<file path="config.mk">
export PLATFORM = sky130hd
export DESIGN_NAME = frog_move_ctrl
export DESIGN_NICKNAME = d
export VERILOG_FILES = /design/src/rtl/frogger_pkg.sv /design/src/rtl/frog_btn_edge.sv /design/src/rtl/frog_move_ctrl.sv
export SDC_FILE = /design/constraint.sdc
export NUM_CORES = 1
export LEC_CHECK = 0
export CORE_ASPECT_RATIO = 1.25
export CORE_UTILIZATION = 40
export DETAILED_ROUTE_END_ITERATION = 16
export SYNTH_ARGS = -nofsm -noshare
export SYNTH_HDL_FRONTEND = slang
export SYNTH_SLANG_ARGS = --single-unit
</file>
<file path="constraint.sdc">
create_clock -name i_Clk -period 3.4 [get_ports i_Clk]
set_clock_uncertainty 0.05 [all_clocks]
set_input_delay 0.68 -clock i_Clk [delete_from_list [all_inputs] [get_ports i_Clk]]
set_output_delay 0.68 -clock i_Clk [all_outputs]
set_load 0.02 [all_outputs]
</file>
<file path="src/rtl/frogger_pkg.sv">
// Shared types for the frog player-control block.
// Contents: FSM state enum, direction index enum, default lily-pad tile code, and a
// priority helper that keeps only the lowest set bit of a move vector.
package frogger_pkg;

  typedef enum logic [2:0] {
    StIdle     = 3'd0,
    StPlay     = 3'd1,
    StDying    = 3'd2,
    StScored   = 3'd3,
    StGameOver = 3'd4
  } state_e;

  // Bit positions in the 4-bit move vectors; lower index wins.
  typedef enum logic [1:0] {
    DirUp    = 2'd0,
    DirDown  = 2'd1,
    DirLeft  = 2'd2,
    DirRight = 2'd3
  } dir_e;

  localparam int unsigned PadCodeDefault = 4;

  // Lowest set bit only: gives up > down > left > right.
  function automatic logic [3:0] prio_oh(input logic [3:0] v);
    return v & (~v + 4'd1);
  endfunction

endpackage

</file>
<file path="src/rtl/frog_btn_edge.sv">
// Four-channel rising-edge detector for the direction switches.
// Ports: i_Clk, i_Rst_L (sync, active low), i_Btn[3:0] (up, down, left, right levels),
//        o_Move_Req[3:0] one-hot move request (zero when no move this cycle).
// Macro FROG_AUTO_REPEAT_EN adds a hold-repeat timer firing every RPT_TICKS cycles.
// The edge registers sample every cycle, regardless of pause, so a switch held through
// a pause never produces a move on resume.
module frog_btn_edge
  import frogger_pkg::*;
#(
  parameter int unsigned RPT_TICKS = 6250000
) (
  input  logic       i_Clk,
  input  logic       i_Rst_L,
  input  logic [3:0] i_Btn,
  output logic [3:0] o_Move_Req
);

  logic [3:0] r_prev;
  logic [3:0] w_rise;

  assign w_rise = i_Btn & ~r_prev;

  always_ff @(posedge i_Clk) begin
    if (!i_Rst_L) r_prev <= 4'b0;
    else          r_prev <= i_Btn;
  end

`ifdef FROG_AUTO_REPEAT_EN
  localparam int unsigned RptW = (RPT_TICKS > 1) ? $clog2(RPT_TICKS) : 1;

  logic [RptW-1:0] r_rpt_cnt;
  logic [RptW-1:0] w_rpt_cnt_d;
  logic [3:0]      w_hold;
  logic            w_rpt_fire;

  assign w_hold = prio_oh(i_Btn);

  // Count only while the same winning direction stays held; any change restarts.
  always_comb begin
    w_rpt_cnt_d = '0;
    w_rpt_fire  = 1'b0;
    if (w_hold != 4'b0 && w_hold == prio_oh(r_prev)) begin
      if (r_rpt_cnt == RptW'(RPT_TICKS - 1)) w_rpt_fire  = 1'b1;
      else                                   w_rpt_cnt_d = r_rpt_cnt + 1'b1;
    end
  end

  always_ff @(posedge i_Clk) begin
    if (!i_Rst_L) r_rpt_cnt <= '0;
    else          r_rpt_cnt <= w_rpt_cnt_d;
  end

  assign o_Move_Req = (w_rise != 4'b0) ? prio_oh(w_rise) : (w_rpt_fire ? w_hold : 4'b0);
`else
  assign o_Move_Req = prio_oh(w_rise);
`endif

endmodule

</file>
<file path="src/rtl/frog_move_ctrl.sv">
// Player control for the grid game: frog position, lives, respawn delay, saturating score
// and game-over handling.
// Ports: i_Clk, i_Rst_L (sync, active low), i_Game_Active (0 freezes state), i_Start (edge),
//        i_Up/Down/Left/Right_Mvt switch levels, i_Collided, i_Tile_Data (tile under frog);
//        o_Frog_X/Y position, o_Score, o_Lives, o_State (frogger_pkg::state_e code),
//        o_Score_Pulse / o_Death_Pulse one-cycle event flags.
// Macro FROG_AUTO_REPEAT_EN enables hold-repeat moves (see frog_btn_edge).
module frog_move_ctrl
  import frogger_pkg::*;
#(
  parameter int unsigned GRID_W      = 14,
  parameter int unsigned GRID_H      = 15,
  parameter int unsigned START_X     = 11,
  parameter int unsigned START_Y     = 14,
  parameter int unsigned TILE_W      = 4,
  parameter int unsigned PAD_CODE    = PadCodeDefault,
  parameter int unsigned SCORE_W     = 7,
  parameter int unsigned LIVES       = 3,
  parameter int unsigned DEATH_TICKS = 25000000,
  parameter int unsigned RPT_TICKS   = 6250000
) (
  input  logic                      i_Clk,
  input  logic                      i_Rst_L,
  input  logic                      i_Game_Active,
  input  logic                      i_Start,
  input  logic                      i_Up_Mvt,
  input  logic                      i_Down_Mvt,
  input  logic                      i_Left_Mvt,
  input  logic                      i_Right_Mvt,
  input  logic                      i_Collided,
  input  logic [TILE_W-1:0]         i_Tile_Data,
  output logic [$clog2(GRID_W)-1:0] o_Frog_X,
  output logic [$clog2(GRID_H)-1:0] o_Frog_Y,
  output logic [SCORE_W-1:0]        o_Score,
  output logic [2:0]                o_Lives,
  output logic [2:0]                o_State,
  output logic                      o_Score_Pulse,
  output logic                      o_Death_Pulse
);

  localparam int unsigned XW   = $clog2(GRID_W);
  localparam int unsigned YW   = $clog2(GRID_H);
  localparam int unsigned CntW = (DEATH_TICKS > 1) ? $clog2(DEATH_TICKS) : 1;

  state_e            r_state, w_state_d;
  logic [XW-1:0]     r_x, w_x_d;
  logic [YW-1:0]     r_y, w_y_d;
  logic [SCORE_W-1:0] r_score, w_score_d;
  logic [2:0]        r_lives, w_lives_d;
  logic [CntW-1:0]   r_cnt, w_cnt_d;
  logic              r_spulse, w_spulse_d;
  logic              r_dpulse, w_dpulse_d;
  logic              r_start_prev;
  logic              w_start_rise;
  logic [3:0]        w_move_req;

  frog_btn_edge #(
    .RPT_TICKS (RPT_TICKS)
  ) u_btn_edge (
    .i_Clk      (i_Clk),
    .i_Rst_L    (i_Rst_L),
    .i_Btn      ({i_Right_Mvt, i_Left_Mvt, i_Down_Mvt, i_Up_Mvt}),
    .o_Move_Req (w_move_req)
  );

  assign w_start_rise = i_Start & ~r_start_prev;

  always_ff @(posedge i_Clk) begin
    if (!i_Rst_L) begin
      r_state      <= StIdle;
      r_x          <= XW'(START_X);
      r_y          <= YW'(START_Y);
      r_score      <= '0;
      r_lives      <= 3'(LIVES);
      r_cnt        <= '0;
      r_spulse     <= 1'b0;
      r_dpulse     <= 1'b0;
      r_start_prev <= 1'b0;
    end else begin
      r_state      <= w_state_d;
      r_x          <= w_x_d;
      r_y          <= w_y_d;
      r_score      <= w_score_d;
      r_lives      <= w_lives_d;
      r_cnt        <= w_cnt_d;
      r_spulse     <= w_spulse_d;
      r_dpulse     <= w_dpulse_d;
      r_start_prev <= i_Start;
    end
  end

  always_comb begin
    w_state_d  = r_state;
    w_x_d      = r_x;
    w_y_d      = r_y;
    w_score_d  = r_score;
    w_lives_d  = r_lives;
    w_cnt_d    = r_cnt;
    w_spulse_d = 1'b0;
    w_dpulse_d = 1'b0;
    if (i_Game_Active) begin
      unique case (r_state)
        StIdle, StGameOver: begin
          if (w_start_rise) begin
            w_state_d = StPlay;
            w_score_d = '0;
            w_lives_d = 3'(LIVES);
            w_x_d     = XW'(START_X);
            w_y_d     = YW'(START_Y);
          end
        end
        StPlay: begin
          // A goal-row tile that is not a pad counts as a collision.
          if (i_Collided || (r_y == '0 && i_Tile_Data != TILE_W'(PAD_CODE))) begin
            w_state_d  = StDying;
            w_lives_d  = (r_lives != 3'd0) ? r_lives - 3'd1 : 3'd0;
            w_dpulse_d = 1'b1;
            w_cnt_d    = CntW'(DEATH_TICKS - 1);
            w_x_d      = XW'(START_X);
            w_y_d      = YW'(START_Y);
          end else if (r_y == '0) begin
            w_state_d  = StScored;
            w_score_d  = (r_score == '1) ? r_score : r_score + 1'b1;
            w_spulse_d = 1'b1;
            w_x_d      = XW'(START_X);
            w_y_d      = YW'(START_Y);
          end else begin
            unique case (w_move_req)
              4'b0001: if (r_y != '0)                 w_y_d = r_y - 1'b1;
              4'b0010: if (r_y != YW'(GRID_H - 1))    w_y_d = r_y + 1'b1;
              4'b0100: if (r_x != '0)                 w_x_d = r_x - 1'b1;
              4'b1000: if (r_x != XW'(GRID_W - 1))    w_x_d = r_x + 1'b1;
              default: ;
            endcase
          end
        end
        StScored: w_state_d = StPlay;
        StDying: begin
          if (r_cnt == '0) w_state_d = (r_lives != 3'd0) ? StPlay : StGameOver;
          else             w_cnt_d   = r_cnt - 1'b1;
        end
        default: w_state_d = StIdle;
      endcase
    end
  end

  assign o_Frog_X      = r_x;
  assign o_Frog_Y      = r_y;
  assign o_Score       = r_score;
  assign o_Lives       = r_lives;
  assign o_State       = r_state;
  assign o_Score_Pulse = r_spulse;
  assign o_Death_Pulse = r_dpulse;

endmodule

</file>
; Word-level counts from Yosys, hierarchy flattened
; Cells that the tools add are included.
[totals]
ff_bits = 53
latch_bits = 0
mem_bits_rw = 0
romBits = 0
in_bits = 13
out_inout_bits = 23
elab_cells = 106
memories = 0
[op_classes]
add_sub_neg = 8
multipliers = 0
div_mod_pow = 0
n_lt_le_gt_ge = 0
n_eq_ne = 26
shifts = 0
mux = 34
bitwise = 9
n_reduce_logical = 19
[op_table]
columns = op, n
row1 = two-way mux 25 bit, 2
row2 = case mux 25 bit (2 select lines), 1
row3 = two-way mux 4 bit, 10
row4 = case mux 4 bit (2 select lines), 4
row5 = two-way mux 7 bit, 4
row6 = logical NOT 25 bit, 1
row7 = "subtractor 25 x 1 -> 25 bit, second input constant", 1
row8 = two-way mux 3 bit, 8
row9 = "inequality test 5 bit, second input constant", 4
row10 = AND reduction 6 bit, 3
row11 = "inequality test 2 bit, second input constant", 7
row12 = case mux 7 bit (2 select lines), 1
row13 = "adder 4 x 1 -> 4 bit, second input constant", 3
row14 = case mux 3 bit (4 select lines), 1
row15 = AND reduction 4 bit, 3
row16 = bitwise AND 4 bit, 2
row17 = "inequality test 4 bit, second input constant", 2
row18 = NOT 4 bit, 2
row19 = nonzero test 4 bit, 2
row20 = "subtractor 4 x 1 -> 4 bit, second input constant", 2
row21 = "adder 7 x 1 -> 7 bit, second input constant", 1
row22 = "equality test 7 bit, second input constant", 1
row23 = "equality test 3 x 2 -> 1 bit, second input constant", 2
row24 = case mux 3 bit (2 select lines), 1
row25 = other kinds (23), 28

; Logic depth before layout (Yosys ltp)
; Gate-level depths: netlist (run 1).
[depth]
word_depth = 10
depth_mapped = 9
ltp_nobuf = 9

; Hierarchy
; Synthesis (run 1) repeated with hierarchy kept, for this count alone.
[unflattened]
hier_cells = 370
hier_area_um2 = 3114.2
[by_module_without_submodules]
columns = module, instances, cells_per_inst, area_per_inst_um2, seq_area_each_um2
row1 = frog_move_ctrl, 1, 355, 2925.3, 980.9
row2 = frog_btn_edge, 1, 15, 188.9, 80.1

; Worst setup path before layout (run 1)
; Ideal clock, no wire load.
[synth_timing]
kind = input port to flip-flop
startpoint = in i_Up_Mvt
endpoint = reg r_x[3] (netlist: o_Frog_X[3])
setup_time_ns = 0.134
arrival_time_ns = 2.503
required_ns = 3.216
path_slack_ns = 0.713
cell_stages = 9
path_buffers = 0
path_cell_list = nor2b_1 > or4_1 > ha_1 > a21o_1 > a21oi_1 > xor2_1 > o21ai_0 > a21oi_1 > o21ai_0
[synth_via]
elab_chain_cells = 9
elab_cells_between_ends = 14
cone_classes = add/sub: 1 / eq/ne: 5 / mux: 4 / bitwise: 3 / reduce/logical: 1
[synth_lines]
columns = element, line
row1 = start: declaration, frog_move_ctrl.sv:26  ; input logic i_Up_Mvt,
row2 = bitwise AND 4 bit *, frog_btn_edge.sv:21  ; assign w_rise = i_Btn & ~r_prev;
row3 = NOT 4 bit, frogger_pkg.sv:26  ; return v & (~v + 4'd1);
row4 = adder 4 x 1 -> 4 bit, frogger_pkg.sv:26
row5 = bitwise AND 4 bit *, frogger_pkg.sv:26
row6 = equality test 4 bit or equality test 4 x 3 -> 1 bit (tied branches), frog_move_ctrl.sv:128  ; unique case (w_move_req)
row7 = case mux 4 bit (2 select lines), frog_move_ctrl.sv:128
row8 = two-way mux 4 bit, frog_move_ctrl.sv:121  ; end else if (r_y == '0) begin
row9 = two-way mux 4 bit, frog_move_ctrl.sv:114  ; if (i_Collided || (r_y == '0 && i_Tile_Data != TILE_W'(PAD_CODE))) begin
row10 = case mux 4 bit (2 select lines), frog_move_ctrl.sv:102  ; unique case (r_state)
row11 = end signal: assignment, frog_move_ctrl.sv:71  ; r_x <= XW'(START_X);
row12 = end signal: assignment, frog_move_ctrl.sv:81  ; r_x <= w_x_d;
row13 = end: declaration, frog_move_ctrl.sv:46  ; logic [XW-1:0] r_x, w_x_d;
; Mark *: on every way between the ends. The rest lies on a longest branch, timed or not.
; A chain may end at the register's enable or synchronous reset.

; Final worst setup path (run 1)
; Same ends and word-level chain as after synthesis.

==> results of run 1 <==
-- layout by cell type, fill, tap and decap left out, types with 3 or more instances in the layout --
| master | instances |
|---|---|
| nor4_1 | 5 |
| nor2b_1 | 5 |
| o22ai_1 | 3 |
| xor2_1 | 4 |
| nand3_1 | 3 |
| clkbuf_8 | 5 |
| a311oi_1 | 4 |
| a2111oi_0 | 7 |
| xnor2_1 | 21 |
| nor3b_1 | 3 |
| nand4_1 | 5 |
| nor2_1 | 30 |
| a21oi_1 | 33 |
| o211ai_1 | 3 |
| nand2_1 | 18 |
| o21ai_0 | 13 |
| buf_4 | 8 |
| inv_1 | 7 |
| nand2b_1 | 6 |
| or4_1 | 3 |
| and3_1 | 3 |
| a211oi_1 | 3 |
| nor3_1 | 7 |
| and2_1 | 8 |
| ha_1 | 8 |
| dfxtp_1 | 53 |
| or3_1 | 5 |
| nand4b_1 | 3 |
| clkdlybuf4s50_1 | 35 |
-- per-stage QoR --
stage | utilization [%] | std cells | area, um^2 | hold slack (ps)
6_report | 49.9 | 439 | 3340 | 427
4_1_cts | 49.9 | 439 | 3340 | 426
3_5_place_dp | 48.6 | 431 | 3250 | 411
5_1_grt | 49.9 | 439 | 3340 | 457
3_3_place_gp | 48.6 | 431 | 3250 | 407
2_1_floorplan | - | 311 | 2820 | 400
-- worst reg2reg max path, stage by stage (launching register included) --
cell and delay [ps]:
dfxtp_1 360, or4_4 560, or4_4 580, o211ai_2 510
a2111oi_0 260, xnor2_1 180, a21oi_1 80
-- cell usage after synthesis, types with 3 or more instances --
library cell,count,area (um^2)
a2111oi_0,7,61.3
a211oi_1,3,22.5
a21oi_1,33,165
a311oi_1,4,35.0
and2_1,8,50.1
and3_1,3,18.8
clkbuf_1,5,18.8
dfxtp_1,53,1060
ha_1,8,100
inv_1,7,26.3
nand2_1,18,67.6
nand2b_1,6,37.5
nand3_1,3,15.0
nand4_1,5,31.3
nand4b_1,3,26.3
nor2_1,30,113
nor2b_1,5,31.3
nor3_1,7,35.0
nor3b_1,3,22.5
nor4_1,5,31.3
o211ai_1,3,22.5
o21ai_0,13,65.1
o22ai_1,3,18.8
or3_1,5,31.3
or4_1,3,22.5
xnor2_1,21,184
xor2_1,4,35.0
-- where the power goes --
group	leakage [nW]	internal (mW)	switching, mW
Sequential	0.431	0.683	0.0685
Combinational	0.706	0.286	0.339
Clock	0.0374	0.146	0.215
-- cell families (layout without fill, tap and decap cells) --
family | Yosys count | in the layout | synth area share, %
AO/OA/AOI/OAI | 81 | 81 | 19.0
XOR/XNOR | 25 | 25 | 7.77
adder cells (fa/ha/maj) | 10 | 10 | 4.97
buffers and inverters | 17 | 58 | 4.09
flip-flops | 53 | 53 | 37.7
multiplexers | 2 | 2 | 0.755
AND/OR/NAND/NOR | 123 | 123 | 25.7
-- registers in the layout, summed over array words and instances (netlist names), 3 cells and up --
| register | count |
|---|---|
| u_btn_edge.r_prev | 4 |
| o_Frog_X | 4 |
| o_Score | 7 |
| r_cnt | 25 |
| o_Lives | 3 |
| o_Frog_Y | 4 |
| o_State | 3 |
-- cell type report --
cell class,instances,area [um^2]
Fill cell,671,3350
Multi-Input combinational cell,241,1640
Sequential cell,53,1060
Tap cell,87,109
Clock buffer,6,72.6
Clock inverter,2,15.0
Inverter,7,26.3
Timing Repair Buffer,43,410
-- routing by layer --
metal / vias to the layer above / wire [um] / global-route usage (%)
li1: 1216 / - / -
met1: 1102 / 2890 / 22.5
met2: 45 / 2820 / 29.6
met3: 8 / 213 / 2.94
met4: 0 / 86 / 6.13
met5: - / 0 / 0
-- worst min path at each step --
stage / end / slack [ps]
final: o_Score[6] / 430
after global routing: o_Score[6] / 460
after CTS: o_Score[6] / 430
after detailed placement: o_Score[6] / 410
after global placement: o_Score[6] / 410
after floorplan: r_cnt[24] / 400
==> reports/summary.txt, run 1 <==
worst-path maximum fanout = 4
post-synthesis sequential area ratio = 37.7%
drt initial violations = 87
GRT overflow = 0
later-pin clock latency in the skew report = 310 ps
#FFs+latches synth = 53
CP Buf/Inv Count = 1
WL final = 6010 um
Distinct cells, synth = 60
Hold Crit Start = o_Score[6]
RSZ-0062 raised after global routing = false
relative slew slack = 43.7%
Synth Instances = 311
reg2reg setup slack = 680 ps
crit path DAT = 3090 ps
CP top delay family = simple AND/OR/NAND/NOR gates
CP Launch Point = i_Up_Mvt
Antenna diodes = 0
GP Congestion = 0.794
top_reg_cell synth = dfxtp_1
status = finished clean
Worst Max-Slew Pin Slew = 844 ps
fmax = 0.340 GHz
Final Setup Violations = 0
cts hold-fix bufs = 0
clk buf depth = 2
share of layout cells above drive strength 1 = 9.66%
CTS tree = yes
Die Height = 95.8 um
worst reg2reg endpoint = r_cnt[12]
vias in the first global route = 2223
share of async-settable or async-resettable flops after synthesis = 0%
antenna-violating nets left = 0
crit share post-route = 86.4%
Vias = 2371
worst vdd ir = 272 uV
Core Rows = 33
initial core utilization = 42.1%
post-DP HPWL = 4330 um
DRC = 0
WHS Path Cells = 2
total CTS buffers = 5
post-CTS setup buffers = 0
cells along the critical path = clkdlybuf4s50_1, nor2b_1, or4_1, ha_1, a21o_1, a21oi_1, xor2_1, o21ai_0, a21oi_1, o21ai_0
max_cap viols = 0
Total GRT Usage = 17.5%
IO Count = 36
Core Area = 6690 um^2
post-route setup slack = 462 ps
clock sinks = 53
Worst-path clk slew = 110 ps
worst hold path class = flop to flop
power per standard cell area = 521 nW/um^2
initial antenna violation count = 0
average wire per standard cell = 13.7 um
synthesis warning total = 0
Area growth syn-to-layout = 18.4%
Syn Nets = 334
slowest stage cell, crit path = or4_1
Post-Syn Area per Cell = 9.06 um^2
largest net degree at the start of global routing = 26
I/O Buffers = 35
htree depth = 2
Reg2Reg Depth = 6
pre-CTS setup slack = 175 ps
first-pass GRT wire length = 10400 um
min Tclk post-route = 2940 ps
post_cts resized = 0
total power = 1.74 mW
die area = 7390 um^2
Post-Syn Area = 2820 um^2
CTS root buf = clkbuf_8
Worst setup SP type = primary input
R2R Path Start = r_cnt[18]
mean number of vias per cell = 5.40
kind of critical path = primary input to flop
Worst setup EP type = flop
max-slew violations = 0
WP data required = 3550 ps
Post-synth EDFFs = 0
total negative slack = 0 ps
CP Capture Point = o_Frog_X[3]
number of failing hold endpoints at the final stage = 0
Final #Nets = 374
Die W = 77.1 um
CP max stage delay = 630 ps
Levels on crit path = 10
drt first pass iters = 6
Static Leak = 1.17 nW
Power figures use the tool's default switching activity.
==> run 2: changes to the inputs <==
--- a/config.mk
+++ b/config.mk
@@ -5,9 +5,11 @@
 export SDC_FILE = /design/constraint.sdc
 export NUM_CORES = 1
 export LEC_CHECK = 0
+export CAP_MARGIN = 15
 export CORE_ASPECT_RATIO = 1.25
 export CORE_UTILIZATION = 40
 export DETAILED_ROUTE_END_ITERATION = 16
+export SLEW_MARGIN = 5
 export SYNTH_ARGS = -nofsm -noshare
 export SYNTH_HDL_FRONTEND = slang
 export SYNTH_SLANG_ARGS = --single-unit
==> results of run 2 <==
No change in the layout: final DEF, timing and power equal those of run 1.
